File: src/rtl/serial_arith_pkg.sv
// ---------------------------------------------------------------------------
// serial_arith_pkg
// Shared types and constants for the bit-serial arithmetic cells.
//   ser_state_e        : control state of the serial subtractor (IDLE/SHIFT/DONE)
//   SER_WIDTH_DEFAULT  : default operand width in bits
// ---------------------------------------------------------------------------
package serial_arith_pkg;

  typedef enum logic [1:0] {
    ST_IDLE  = 2'd0,
    ST_SHIFT = 2'd1,
    ST_DONE  = 2'd2
  } ser_state_e;

  localparam int SER_WIDTH_DEFAULT = 8;

endpackage : serial_arith_pkg

File: src/rtl/full_subtractor.sv
// ---------------------------------------------------------------------------
// full_subtractor
// One-bit full subtractor cell: computes x - y - bin.
//   x    : minuend bit
//   y    : subtrahend bit
//   bin  : borrow in
//   d    : difference bit
//   bout : borrow out (1 when x < y + bin)
// Purely combinational.
// ---------------------------------------------------------------------------
module full_subtractor (
  input  logic x,
  input  logic y,
  input  logic bin,
  output logic d,
  output logic bout
);

  logic xy_diff_s;

  // Difference and borrow generation for a single bit position.
  always_comb begin
    xy_diff_s = x ^ y;
    d         = xy_diff_s ^ bin;
    // Borrow when x=0,y=1, or when x==y and a borrow is already pending.
    bout      = (~x & y) | (~xy_diff_s & bin);
  end

endmodule : full_subtractor

File: src/rtl/serial_subtractor.sv
// ---------------------------------------------------------------------------
// serial_subtractor
// Bit-serial WIDTH-bit subtractor: diff = a - b - borrow_in (mod 2^WIDTH),
// processed LSB first, one bit per clock, using a single full_subtractor cell.
//   clk, rst    : clock, asynchronous active-high reset
//   in_valid    : operands a, b, borrow_in valid
//   in_ready    : block can accept operands (only while idle)
//   a, b        : minuend, subtrahend
//   borrow_in   : initial borrow
//   out_valid   : diff / borrow_out valid
//   out_ready   : consumer accepts the result
//   diff        : a - b - borrow_in modulo 2^WIDTH
//   borrow_out  : 1 iff a < b + borrow_in (unsigned)
// Latency from accept edge to out_valid is exactly WIDTH cycles.
// ---------------------------------------------------------------------------
module serial_subtractor
  import serial_arith_pkg::*;
#(
  parameter int WIDTH = SER_WIDTH_DEFAULT
) (
  input  logic             clk,
  input  logic             rst,
  input  logic             in_valid,
  output logic             in_ready,
  input  logic [WIDTH-1:0] a,
  input  logic [WIDTH-1:0] b,
  input  logic             borrow_in,
  output logic             out_valid,
  input  logic             out_ready,
  output logic [WIDTH-1:0] diff,
  output logic             borrow_out
);

  localparam int CW = (WIDTH > 1) ? $clog2(WIDTH) : 1;
  localparam logic [CW-1:0] LAST_CNT = CW'(WIDTH - 1);

  ser_state_e       state_q, state_d;
  logic [WIDTH-1:0] a_sh_q, a_sh_d;
  logic [WIDTH-1:0] b_sh_q, b_sh_d;
  logic             borrow_q, borrow_d;
  logic [CW-1:0]    cnt_q, cnt_d;
  logic [WIDTH-1:0] diff_q, diff_d;
  logic             bout_q, bout_d;

  logic             cell_d_s;
  logic             cell_bout_s;

  full_subtractor u_cell (
    .x    (a_sh_q[0]),
    .y    (b_sh_q[0]),
    .bin  (borrow_q),
    .d    (cell_d_s),
    .bout (cell_bout_s)
  );

  // Next-state and datapath update for the serial subtract sequence.
  always_comb begin
    state_d  = state_q;
    a_sh_d   = a_sh_q;
    b_sh_d   = b_sh_q;
    borrow_d = borrow_q;
    cnt_d    = cnt_q;
    diff_d   = diff_q;
    bout_d   = bout_q;

    case (state_q)
      ST_IDLE: begin
        if (in_valid) begin
          a_sh_d   = a;
          b_sh_d   = b;
          borrow_d = borrow_in;
          cnt_d    = {CW{1'b0}};
          state_d  = ST_SHIFT;
        end else begin
          state_d  = ST_IDLE;
        end
      end

      ST_SHIFT: begin
        // Result bits arrive LSB first, so insert at the MSB and shift down;
        // after WIDTH shifts the first bit lands in position 0.
        diff_d   = {cell_d_s, diff_q[WIDTH-1:1]};
        a_sh_d   = {1'b0, a_sh_q[WIDTH-1:1]};
        b_sh_d   = {1'b0, b_sh_q[WIDTH-1:1]};
        borrow_d = cell_bout_s;
        if (cnt_q == LAST_CNT) begin
          bout_d  = cell_bout_s;
          cnt_d   = {CW{1'b0}};
          state_d = ST_DONE;
        end else begin
          cnt_d   = cnt_q + {{(CW-1){1'b0}}, 1'b1};
          state_d = ST_SHIFT;
        end
      end

      ST_DONE: begin
        if (out_ready) begin
          state_d = ST_IDLE;
        end else begin
          state_d = ST_DONE;
        end
      end

      default: begin
        state_d = ST_IDLE;
      end
    endcase
  end

  // State and datapath registers; reset discards any partial operation.
  always_ff @(posedge clk or posedge rst) begin
    if (rst) begin
      state_q  <= ST_IDLE;
      a_sh_q   <= {WIDTH{1'b0}};
      b_sh_q   <= {WIDTH{1'b0}};
      borrow_q <= 1'b0;
      cnt_q    <= {CW{1'b0}};
      diff_q   <= {WIDTH{1'b0}};
      bout_q   <= 1'b0;
    end else begin
      state_q  <= state_d;
      a_sh_q   <= a_sh_d;
      b_sh_q   <= b_sh_d;
      borrow_q <= borrow_d;
      cnt_q    <= cnt_d;
      diff_q   <= diff_d;
      bout_q   <= bout_d;
    end
  end

  // Handshake flags are decoded straight from the state register.
  always_comb begin
    in_ready   = (state_q == ST_IDLE);
    out_valid  = (state_q == ST_DONE);
    diff       = diff_q;
    borrow_out = bout_q;
  end

endmodule : serial_subtractor

File: config.mk
export PLATFORM = sky130hd
export DESIGN_NAME = serial_subtractor
export DESIGN_NICKNAME = d
export VERILOG_FILES = /design/src/rtl/serial_arith_pkg.sv /design/src/rtl/full_subtractor.sv /design/src/rtl/serial_subtractor.sv
export SDC_FILE = /design/constraint.sdc
export NUM_CORES = 1
export LEC_CHECK = 0
export BUFFER_PORTS_ARGS = -buffer_cell sky130_fd_sc_hd__buf_2
export CORE_MARGIN = 2
export CORE_UTILIZATION = 45
export CTS_BUF_LIST = sky130_fd_sc_hd__clkbuf_8
export DETAILED_ROUTE_END_ITERATION = 10
export PLACE_DENSITY_LB_ADDON = 0.05
export SLEW_MARGIN = 0
export SYNTH_ARGS = -nofsm -noshare
export SYNTH_HDL_FRONTEND = slang
export SYNTH_SLANG_ARGS = --single-unit
File: constraint.sdc
create_clock -name clk -period 1.35 [get_ports clk]
set_clock_uncertainty 0.1 [all_clocks]
set_input_delay 0.0675 -clock clk [delete_from_list [all_inputs] [get_ports clk]]
set_output_delay 0.0675 -clock clk [all_outputs]
set_load 0.02 [all_outputs]
==> results.toml, run 1 <==
[run_status]
status = "complete, but fails checks"
failed_checks = "setup timing"

[placement]
gp_congestion = 0.713
hpwl_mm = 2.00
dpl.cell_count = 205
portBuffers = 31
pre_cts_slack_ns = -0.104

[clock_tree]
clock_sinks = 31
cts_tree = "done"
root_buffer = "clkbuf_8"
htreeDepth = 2
cts_buffer_depth = 2
clkTransAtPathRegs_ns = 0.06
cts_buffers = 5
clock_latency_ns = 0.28

[power]
pwr-share-clk_pct = 13.4
totalPowerFinal_mw = 5.09
power_frac_comb_pct = 53.9
irDropWorstVdd_v = 0.00109
leakagePower_nw = 1.06
power_density_nw_per_um2 = 2330
power.switching_mw = 1.83
sw_frac_of_total_pct = 36.1
seqPwrFrac_pct = 32.7
p_int_mw = 3.25

[worst_setup_path]
crit_slowest_cell = "dfrtp_1"
critical_path_class = "flop to flop"
crit_family = "buffers and inverters"
reg2reg_slack_ns = -0.1
slowest_delay_ns = 0.41
crit_fanout = 7
crit_chain = "buf_6 > nor2b_4 > buf_12 > buf_4 > a22o_2"
worstSetupEndpointType = "flop"
critPathLaunchType = "flop"
cp_data_required_time_ns = 1.42
cp_data_arrival_time_ns = 1.52
critPathBufInv = 3

[drt]
drt_iter0_markers = 63
routedWlPerCell_um = 15.2
drtAntennaViolNets = 0
vias_per_cell = 5.16
drc = 0
vias = 1176
dr.pass1.iters = 5
drt_wl_total_mm = 3.46

[logic_synthesis]
synthDistinctLibCells = 30
ys_seq_elements = 31
synth_top_area_share_pct = 50.4
synthArstFlopShare_pct = 100
ys_warn_count = 0
ys_top_cells_by_area = "dfrtp_1 50%, mux2_2 5.9%, nor3b_1 4.4%, a222oi_1 3.9%, inv_1 3.9%"
syn_inst = 127
synth-edff-count = 0
synth.avg_cell_area_um2 = 12.1
synth-seq-area-share_pct = 50.4
syn_nets = 151
yosysTopAreaCell = "dfrtp_1"
synthFlopType = "dfrtp_1"
netlist_area_um2 = 1540

[floorplanning]
die_area_um2 = 3900
dieHeight_um = 62.5
core-area_um2 = 3310
die_w_um = 62.5
start_util_pct = 46.5
row_count = 21
ioPinCount = 32

[sta]
finalMaxSlewViolations = 0
rsz0062_at_grt = "yes"
hold_viol = 0
fmax_ghz = 0.692
max_slew.worst_pin.slew_ns = 0.392
min_period_over_period_pct = 107
setup_slack_ns = -0.0959
final.min_clock_period_ns = 1.45
setup_violations = 17
slew_headroom_pct = 73.9

[grt]
grt-ovfl-total = 0
grt_pass1_wl_mm = 5.60
antenna_found_initial = 0
first_global_vias = 1196
gr-usage-all-layers_pct = 18.4
grt_max_degree = 32

[layout]
fin_cells = 228
multi_input_area_um2 = 796
fillers = 266
syn_to_final_growth_pct = 41.5
register_area_um2 = 777
n_antenna_cell = 0
nNetsFinal = 205
drive_gt1_share_pct = 52.2

[worst_hold_path]
hold_class = "input pin to flop"

[flow_run]
drv_cap = 0
state kept, by name, summed over array words and instances, names as in the netlist:
register and cells:
a_sh_q 8, b_sh_q 8, diff 8, cnt_q 3, state_q 2, borrow_out 1, borrow_q 1
path summary, 6_finish.rpt:
kind | startpoint | to | cells past startpoint
worst max register to register | state_q[0]$_DFF_PP0_ | cnt_q[1]$_DFFE_PP0P_ | 5
worst min register to register | diff[0]$_DFFE_PP0N_ | diff[0]$_DFFE_PP0N_ | 1
worst min-delay path | a[4] | a_sh_q[4]$_DFFE_PP0P_ | 3
min in group asynchronous | rst | cnt_q[1]$_DFFE_PP0P_ | 4
max in group asynchronous | rst | state_q[1]$_DFF_PP0_ | 4
worst max-delay path | state_q[0]$_DFF_PP0_ | cnt_q[1]$_DFFE_PP0P_ | 5
repair_timing:
action | CTS | global route
setup endpoints to repair | 24 | 31
buffers inserted | 7 | 4
hold buffers | 2 | 0
pin swaps | 7 | 11
gates resized for setup | 18 | 27
hold endpoints to repair | 32 | 0
gates cloned | 1 | 1
power by group through the flow:
stage	Sequential, mW	Combinational, mW	Clock, mW
6_report	1.66	2.74	0.679
4_1_cts	1.63	2.37	0.698
3_3_place_gp	1.62	1.96	0
3_5_place_dp	1.64	2.00	0
5_1_grt	1.72	2.97	0.761
2_1_floorplan	1.76	1.38	0
metal layers:
layer	wire, um	GRT usage (%)	part of all wire, %
met2	1730	28.8	50
met1	1580	24.3	45
met5	0	0	0
met3	106	5.41	3.1
met4	46	6.67	1.3
logic make-up after synthesis:
logic type                 after synthesis  share of synthesized area [%]
AOI/OAI and AO/OA                       24                           14.1
buffers and inverters                   26                           9.43
DFF                                     31                           50.4
and+or+nand+nor                         34                           16.6
muxes                                    9                           6.50
adders and majority gates                3                           2.93
layout make-up:
| type | instances | share of cell area [%] |
|---|---|---|
| inverters | 16 | 2.76 |
| clock inverters | 3 | 0.574 |
| repair buffers | 56 | 18.7 |
| clock buffers | 5 | 3.16 |
| multi-input cells | 71 | 36.5 |
| flip-flops and latches | 31 | 35.7 |
| well taps | 46 | 2.64 |
metrics by stage:
step | hold slack, ns | setup TNS (ns) | instance area (um^2) | utilization, %
floorplan | 0.0710 | 0 | 1540 | -
global placement | 0.0652 | -0.593 | 1770 | 53.4
detailed placement | 0.0717 | -1.09 | 1770 | 53.4
CTS | 0.00441 | -0.403 | 2000 | 60.5
global route | 0.00710 | -1.89 | 2180 | 65.8
finish | 0.00901 | -0.729 | 2180 | 65.8
worst reg2reg max path: stages (launching register included):
cell     delay [ns]
dfrtp_1        0.41
buf_6          0.14
nor2b_4        0.16
buf_12         0.14
buf_4          0.14
a22o_2         0.25
placed cells by master (no fill, tap or decap), types with 2 or more instances in the layout:
cell type / Yosys / layout
dfrtp_1: 31 / 30
buf_2: 2 / 29
inv_1: 16 / 18
buf_4: 2 / 13
buf_6: 5 / 11
nor2b_1: 9 / 9
nor3b_1: 9 / 6
a222oi_1: 6 / 6
mux2_4: 0 / 5
clkbuf_8: 0 / 5
mux2_2: 8 / 3
nor3b_4: 0 / 3
a221oi_2: 0 / 3
nand2b_1: 4 / 3
or4b_1: 2 / 2
o221a_2: 2 / 2
a22o_2: 3 / 2
a211oi_1: 4 / 2
nor4b_4: 0 / 2
a211oi_2: 0 / 2
a211o_1: 2 / 2
dlygate4sd3_1: 0 / 2
cells in the mapped netlist (3+ instances only):
library cell and n:
nor2b_1 9, buf_6 5, nand2b_1 4, inv_1 16, a211oi_1 4, a221oi_1 3, dfrtp_1 31, nor4b_1 4
mux2_2 8, a22o_2 3, a222oi_1 6, nor3b_1 9
Power figures use the tool's default switching activity.
==> run 2: changes to the inputs <==
--- a/config.mk
+++ b/config.mk
@@ -6,5 +6,5 @@
 export NUM_CORES = 1
 export LEC_CHECK = 0
-export BUFFER_PORTS_ARGS = -buffer_cell sky130_fd_sc_hd__buf_2
+export BUFFER_PORTS_ARGS = -buffer_cell sky130_fd_sc_hd__clkbuf_2
 export CORE_MARGIN = 2
 export CORE_UTILIZATION = 45
@@ -12,5 +12,4 @@
 export DETAILED_ROUTE_END_ITERATION = 10
 export PLACE_DENSITY_LB_ADDON = 0.05
-export SLEW_MARGIN = 0
 export SYNTH_ARGS = -nofsm -noshare
 export SYNTH_HDL_FRONTEND = slang
--- a/constraint.sdc
+++ b/constraint.sdc
@@ -3,3 +3,3 @@
 set_input_delay 0.0675 -clock clk [delete_from_list [all_inputs] [get_ports clk]]
 set_output_delay 0.0675 -clock clk [all_outputs]
-set_load 0.02 [all_outputs]
+set_load 0.05 [all_outputs]
==> results.toml, run 2 (synthesis results as in run 1) <==
[sta]
rsz0062_at_grt = "yes"
tns_ns = -0.559
slew_headroom_pct = 73.2
min_period_over_period_pct = 106
max_slew.worst_pin.slew_ns = 0.402
finalMaxSlewViolations = 0
setup_violations = 16
whs_ns = 0.00409
final.min_clock_period_ns = 1.43
setup_slack_ns = -0.0837
fmax_ghz = 0.698
hold_viol = 0

[worst_setup_path]
r2r_cells = 3
critPathLaunchType = "flop"
worstSetupEndpointType = "flop"
crit_chain = "buf_6 > or4b_4 > o221a_4"
cp_data_required_time_ns = 1.42
crit_fanout = 5
critical_path_class = "flop to flop"
slowest_delay_ns = 0.51
rr_endpoint = "b_sh_q[6]$_DFFE_PP0P_"
crit_slowest_cell = "or4b_4"
r2r-start = "state_q[0]$_DFF_PP0_"
reg2reg_slack_ns = -0.08
cp_data_arrival_time_ns = 1.51

[drt]
drt_iter0_markers = 59
drt_wl_total_mm = 3.47
drtAntennaViolNets = 0
drc = 0
vias_per_cell = 5.04
dr.pass1.iters = 4
routedWlPerCell_um = 14.3
vias = 1225

[clock_tree]
cts_tree = "done"
htreeDepth = 2
cts_buffers = 5
clkTransAtPathRegs_ns = 0.06
cts_buffer_depth = 2
clock_sinks = 31
root_buffer = "clkbuf_8"
clock_latency_ns = 0.28

[floorplanning]
ioPinCount = 32
core-area_um2 = 3310
dieHeight_um = 62.5
row_count = 21
die_w_um = 62.5
die_area_um2 = 3900
start_util_pct = 46.5

[grt]
first_global_vias = 1258
grt_max_degree = 32
grt-ovfl-total = 0
grt_pass1_wl_mm = 5.99
gr-usage-all-layers_pct = 19.7
antenna_found_initial = 0

[placement]
gp_congestion = 0.827
pre_cts_slack_ns = -0.112
placed_area_um2 = 1820
dpl.cell_count = 208
hpwl_mm = 2.12
portBuffers = 31

[layout]
nNetsFinal = 221
finalInstanceArea_um2 = 2340
register_area_um2 = 778
fin_cells = 243
n_antenna_cell = 0
mostFrequentLayoutCells = "29 x dfrtp_1, 29 x clkbuf_2, 17 x buf_4"
fin_util_pct = 70.8
fillers = 254
drive_gt1_share_pct = 51.8
multi_input_area_um2 = 724
syn_to_final_growth_pct = 52.3

[power]
irDropWorstVdd_v = 0.000950
leakagePower_nw = 1.14
power_density_nw_per_um2 = 2410
totalPowerFinal_mw = 5.66

[worst_hold_path]
hold_class = "input pin to flop"
worstHoldEndpoint = "a_sh_q[4]$_DFFE_PP0P_"
whs_path_depth = 3
holdCritStartpoint = "a[4]"

[flow_run]
drv_cap = 0

[run_status]
status = "complete, but fails checks"
failed_checks = "setup timing"
run 2: changes by cell type in the layout (fill, tap and decap cells not counted), sizes merged:
cell and delta:
clkbuf +31, buf -21, o21bai -1, dlygate4sd3 +8, inv -2
run 2: power breakdown:
group          leakage, nW  internal (mW)  switching [mW]
clock network       0.0470          0.399           0.326
logic                0.733           1.71            1.56
registers            0.363           1.39           0.278
total                 1.14           3.49            2.16
run 2: worst max-delay path: cells and delay by family (launching register included):
family,cells,cell delay (ns)
compound gates,1,0.12
flops,1,0.45
simple gates,1,0.51
buf+inv,1,0.15
run 2: worst max path at each step:
stage	start	endpoint	slack, ns	cells after the start
floorplan	state_q[0]$_DFF_PP0_	a_sh_q[0]$_DFFE_PP0P_	-0.03	4
detailed placement	state_q[0]$_DFF_PP0_	b_sh_q[4]$_DFFE_PP0P_	-0.11	2
CTS	state_q[1]$_DFF_PP0_	in_ready	-0.11	4
global placement	state_q[0]$_DFF_PP0_	a_sh_q[6]$_DFFE_PP0P_	-0.07	3
global route	state_q[1]$_DFF_PP0_	in_ready	-0.12	4
finish	state_q[0]$_DFF_PP0_	b_sh_q[6]$_DFFE_PP0P_	-0.08	3
run 2: cell type report:
cell class | instances | area share [%]
Clock inverter | 1 | 0.214
Inverter | 16 | 2.67
Sequential cell | 31 | 33.2
Multi-Input combinational cell | 70 | 30.9
Tap cell | 46 | 2.46
Timing Repair Buffer | 73 | 27.0
Clock buffer | 6 | 3.52
run 2: repair_timing:
item,4_1_cts,5_1_grt
setup endpoints to repair,28,32
setup buffers,8,9
resized for setup,23,16
pin swaps,9,7
hold buffers,10,0
endpoints found under the hold margin,40,0
gates cloned,0,1
run 2: per-layer routing:
metal,global-route usage (%),up-vias,wire length [um]
met5,0,-,0
met4,10.0,0,68
met3,4.86,7,126
met2,31.3,26,1740
met1,24.9,594,1540
li1,-,598,-
==> run 3: changes to the inputs <==
Settings changed: SYNTH_HIERARCHICAL set to 1.
==> results.toml, run 3 <==
[layout]
mostFrequentLayoutCells = "29 x dfrtp_1, 29 x clkbuf_2, 19 x inv_1"
multi_input_area_um2 = 687
syn_to_final_growth_pct = 31.2
fillers = 293
n_antenna_cell = 0
register_area_um2 = 778
finalInstanceArea_um2 = 2040
drive_gt1_share_pct = 42.1
nNetsFinal = 207
fin_cells = 229

[drt]
drt_iter0_markers = 50
drtAntennaViolNets = 0
vias_per_cell = 5.02
vias = 1150
routedWlPerCell_um = 13.1
drc = 0
drt_wl_total_mm = 3.00
dr.pass1.iters = 5

[sta]
finalMaxSlewViolations = 0
min_period_over_period_pct = 102
hold_viol = 0
max_slew.worst_pin.slew_ns = 0.483
setup_violations = 4
fmax_ghz = 0.730
slew_headroom_pct = 67.7
setup_slack_ns = -0.0203
final.min_clock_period_ns = 1.37
rsz0062_at_grt = "yes"

[clock_tree]
root_buffer = "clkbuf_8"
htreeDepth = 2
clkTransAtPathRegs_ns = 0.06
cts_buffers = 5
cts_buffer_depth = 2
cts_tree = "done"
clock_sinks = 31
clock_latency_ns = 0.28

[floorplanning]
ioPinCount = 32
core-area_um2 = 3340
dieHeight_um = 62.8
start_util_pct = 46.6
die_w_um = 62.8
die_area_um2 = 3940
row_count = 21

[worst_setup_path]
critical_path_class = "flop to flop"
crit_chain = "ha_2 > ha_4 > nand3b_1 > mux2_4"
cp_data_arrival_time_ns = 1.43
worstSetupEndpointType = "flop"
critPathLaunchType = "flop"
crit_slowest_cell = "dfrtp_1"
slowest_delay_ns = 0.38
crit_fanout = 3
cp_data_required_time_ns = 1.41

[logic_synthesis]
yosysTopAreaCell = "dfrtp_1"
synth_top_area_share_pct = 49.9
synth.avg_cell_area_um2 = 11.3
ys_seq_elements = 31
synthDistinctLibCells = 26
ys_top_cells_by_area = "dfrtp_1 50%, mux2_2 6.5%, nor3b_1 5.8%, inv_1 5.3%, nor2b_1 3.6%"
synth_most_common_cell = "dfrtp_1"
synth-edff-count = 0
synth_commonest_cells = "31 x dfrtp_1, 22 x inv_1, 12 x nor3b_1"
syn_nets = 162
netlist_area_um2 = 1560
syn_inst = 138
synthArstFlopShare_pct = 100
ys_warn_count = 6
synth-seq-area-share_pct = 49.9
synthFlopType = "dfrtp_1"

[power]
leakagePower_nw = 0.965
irDropWorstVdd_v = 0.000866
power_density_nw_per_um2 = 2420

[placement]
hpwl_mm = 2.08
portBuffers = 31
placed_area_um2 = 1810
pre_cts_slack_ns = -0.0481
gp_congestion = 0.686
dpl.cell_count = 214

[grt]
grt-ovfl-total = 0
grt_max_degree = 32
grt_pass1_wl_mm = 5.28
antenna_found_initial = 0
first_global_vias = 1168
gr-usage-all-layers_pct = 17.0

[worst_hold_path]
hold_class = "input pin to flop"

[flow_run]
drv_cap = 0

[run_status]
failed_checks = "setup timing"
status = "complete, but fails checks"
-- run 3: changes by cell type in the layout (fill, tap and decap cells not counted), sizes merged, moves of 3 or more --
cell | previous run | this run
a222oi | 6 | 3
inv | 16 | 22
nor3b | 9 | 12
dlygate4sd3 | 10 | 5
a221oi | 3 | 6
buf | 33 | 15
-- run 3: cell families (layout without fill, tap and decap cells) --
logic type | count (synthesis) | after routing | share of synthesized area, %
and+or+nand+nor | 39 | 39 | 17.8
muxes | 9 | 9 | 6.52
DFF | 31 | 31 | 49.9
adders and majority gates | 3 | 3 | 2.90
AOI/OAI and AO/OA | 23 | 23 | 12.9
buffers and inverters | 33 | 78 | 10.1
-- run 3: area by class of cell --
class / count / area share [%]
Sequential cell: 31 / 38.1
Multi-Input combinational cell: 74 / 33.7
Timing Repair Buffer: 49 / 17.0
Clock buffer: 6 / 4.05
Inverter: 22 / 4.05
Tap cell: 46 / 2.82
Clock inverter: 1 / 0.245
-- run 3: timing repair --
action | 4_1_cts | 5_1_grt
gates resized for setup | 12 | 6
hold endpoints to repair | 35 | 0
setup endpoints to repair | 18 | 24
buffers inserted | 2 | 1
pin swaps | 3 | 4
cloned | 0 | 0
hold buffers | 5 | 0
-- run 3: where the power goes --
part	switching [mW]	internal (mW)	leakage, nW
Sequential	0.290	1.39	0.363
Clock	0.316	0.399	0.0470
Combinational	1.40	1.16	0.555
-- run 3: routing by layer --
layer,up-vias,global-route usage (%),share of wire [%]
met2,28,28.0,48
met1,551,22.2,47
met5,-,0,0
li1,566,-,-
met3,5,3.78,4.2
met4,0,5.83,1.2
-- run 3: final timing paths --
path | start | end | slack, ns | cells after the start
setup reg to reg | cnt_q[1]$_DFFE_PP0P_ | borrow_out$_DFFE_PP0P_ | -0.02 | 4
hold reg to reg | a_sh_q[7]$_DFFE_PP0P_ | a_sh_q[7]$_DFFE_PP0P_ | 0.40 | 2
max in group asynchronous | rst | state_q[0]$_DFF_PP0_ | 0.55 | 4
min in group asynchronous | rst | diff[5]$_DFFE_PP0N_ | 0.30 | 4
hold / removal | a[7] | a_sh_q[7]$_DFFE_PP0P_ | 0.001 | 3
setup / recovery | cnt_q[1]$_DFFE_PP0P_ | borrow_out$_DFFE_PP0P_ | -0.02 | 4
-- run 3: worst max-delay path: cells and delay by family, from the launching register on --
family	cells	cell delay [ns]
fa+ha+maj	2	0.36
mux	1	0.30
flops	1	0.38
simple gates	1	0.11
-- run 3: stage by stage --
| stage | utilization (%) | total power, mW | hold slack, ns | setup TNS, ns |
|---|---|---|---|---|
| floorplan | - | 3.49 | 0.0710 | -0.0254 |
| global placement | 54.3 | 3.96 | 0.0456 | -0.0123 |
| detailed placement | 54.3 | 4.03 | 0.0511 | -0.107 |
| CTS | 60.1 | 4.92 | 0.00283 | -0.0719 |
| global route | 61.2 | 5.28 | 0.0155 | -0.922 |
| finish | 61.2 | 4.95 | 0.00115 | -0.0510 |
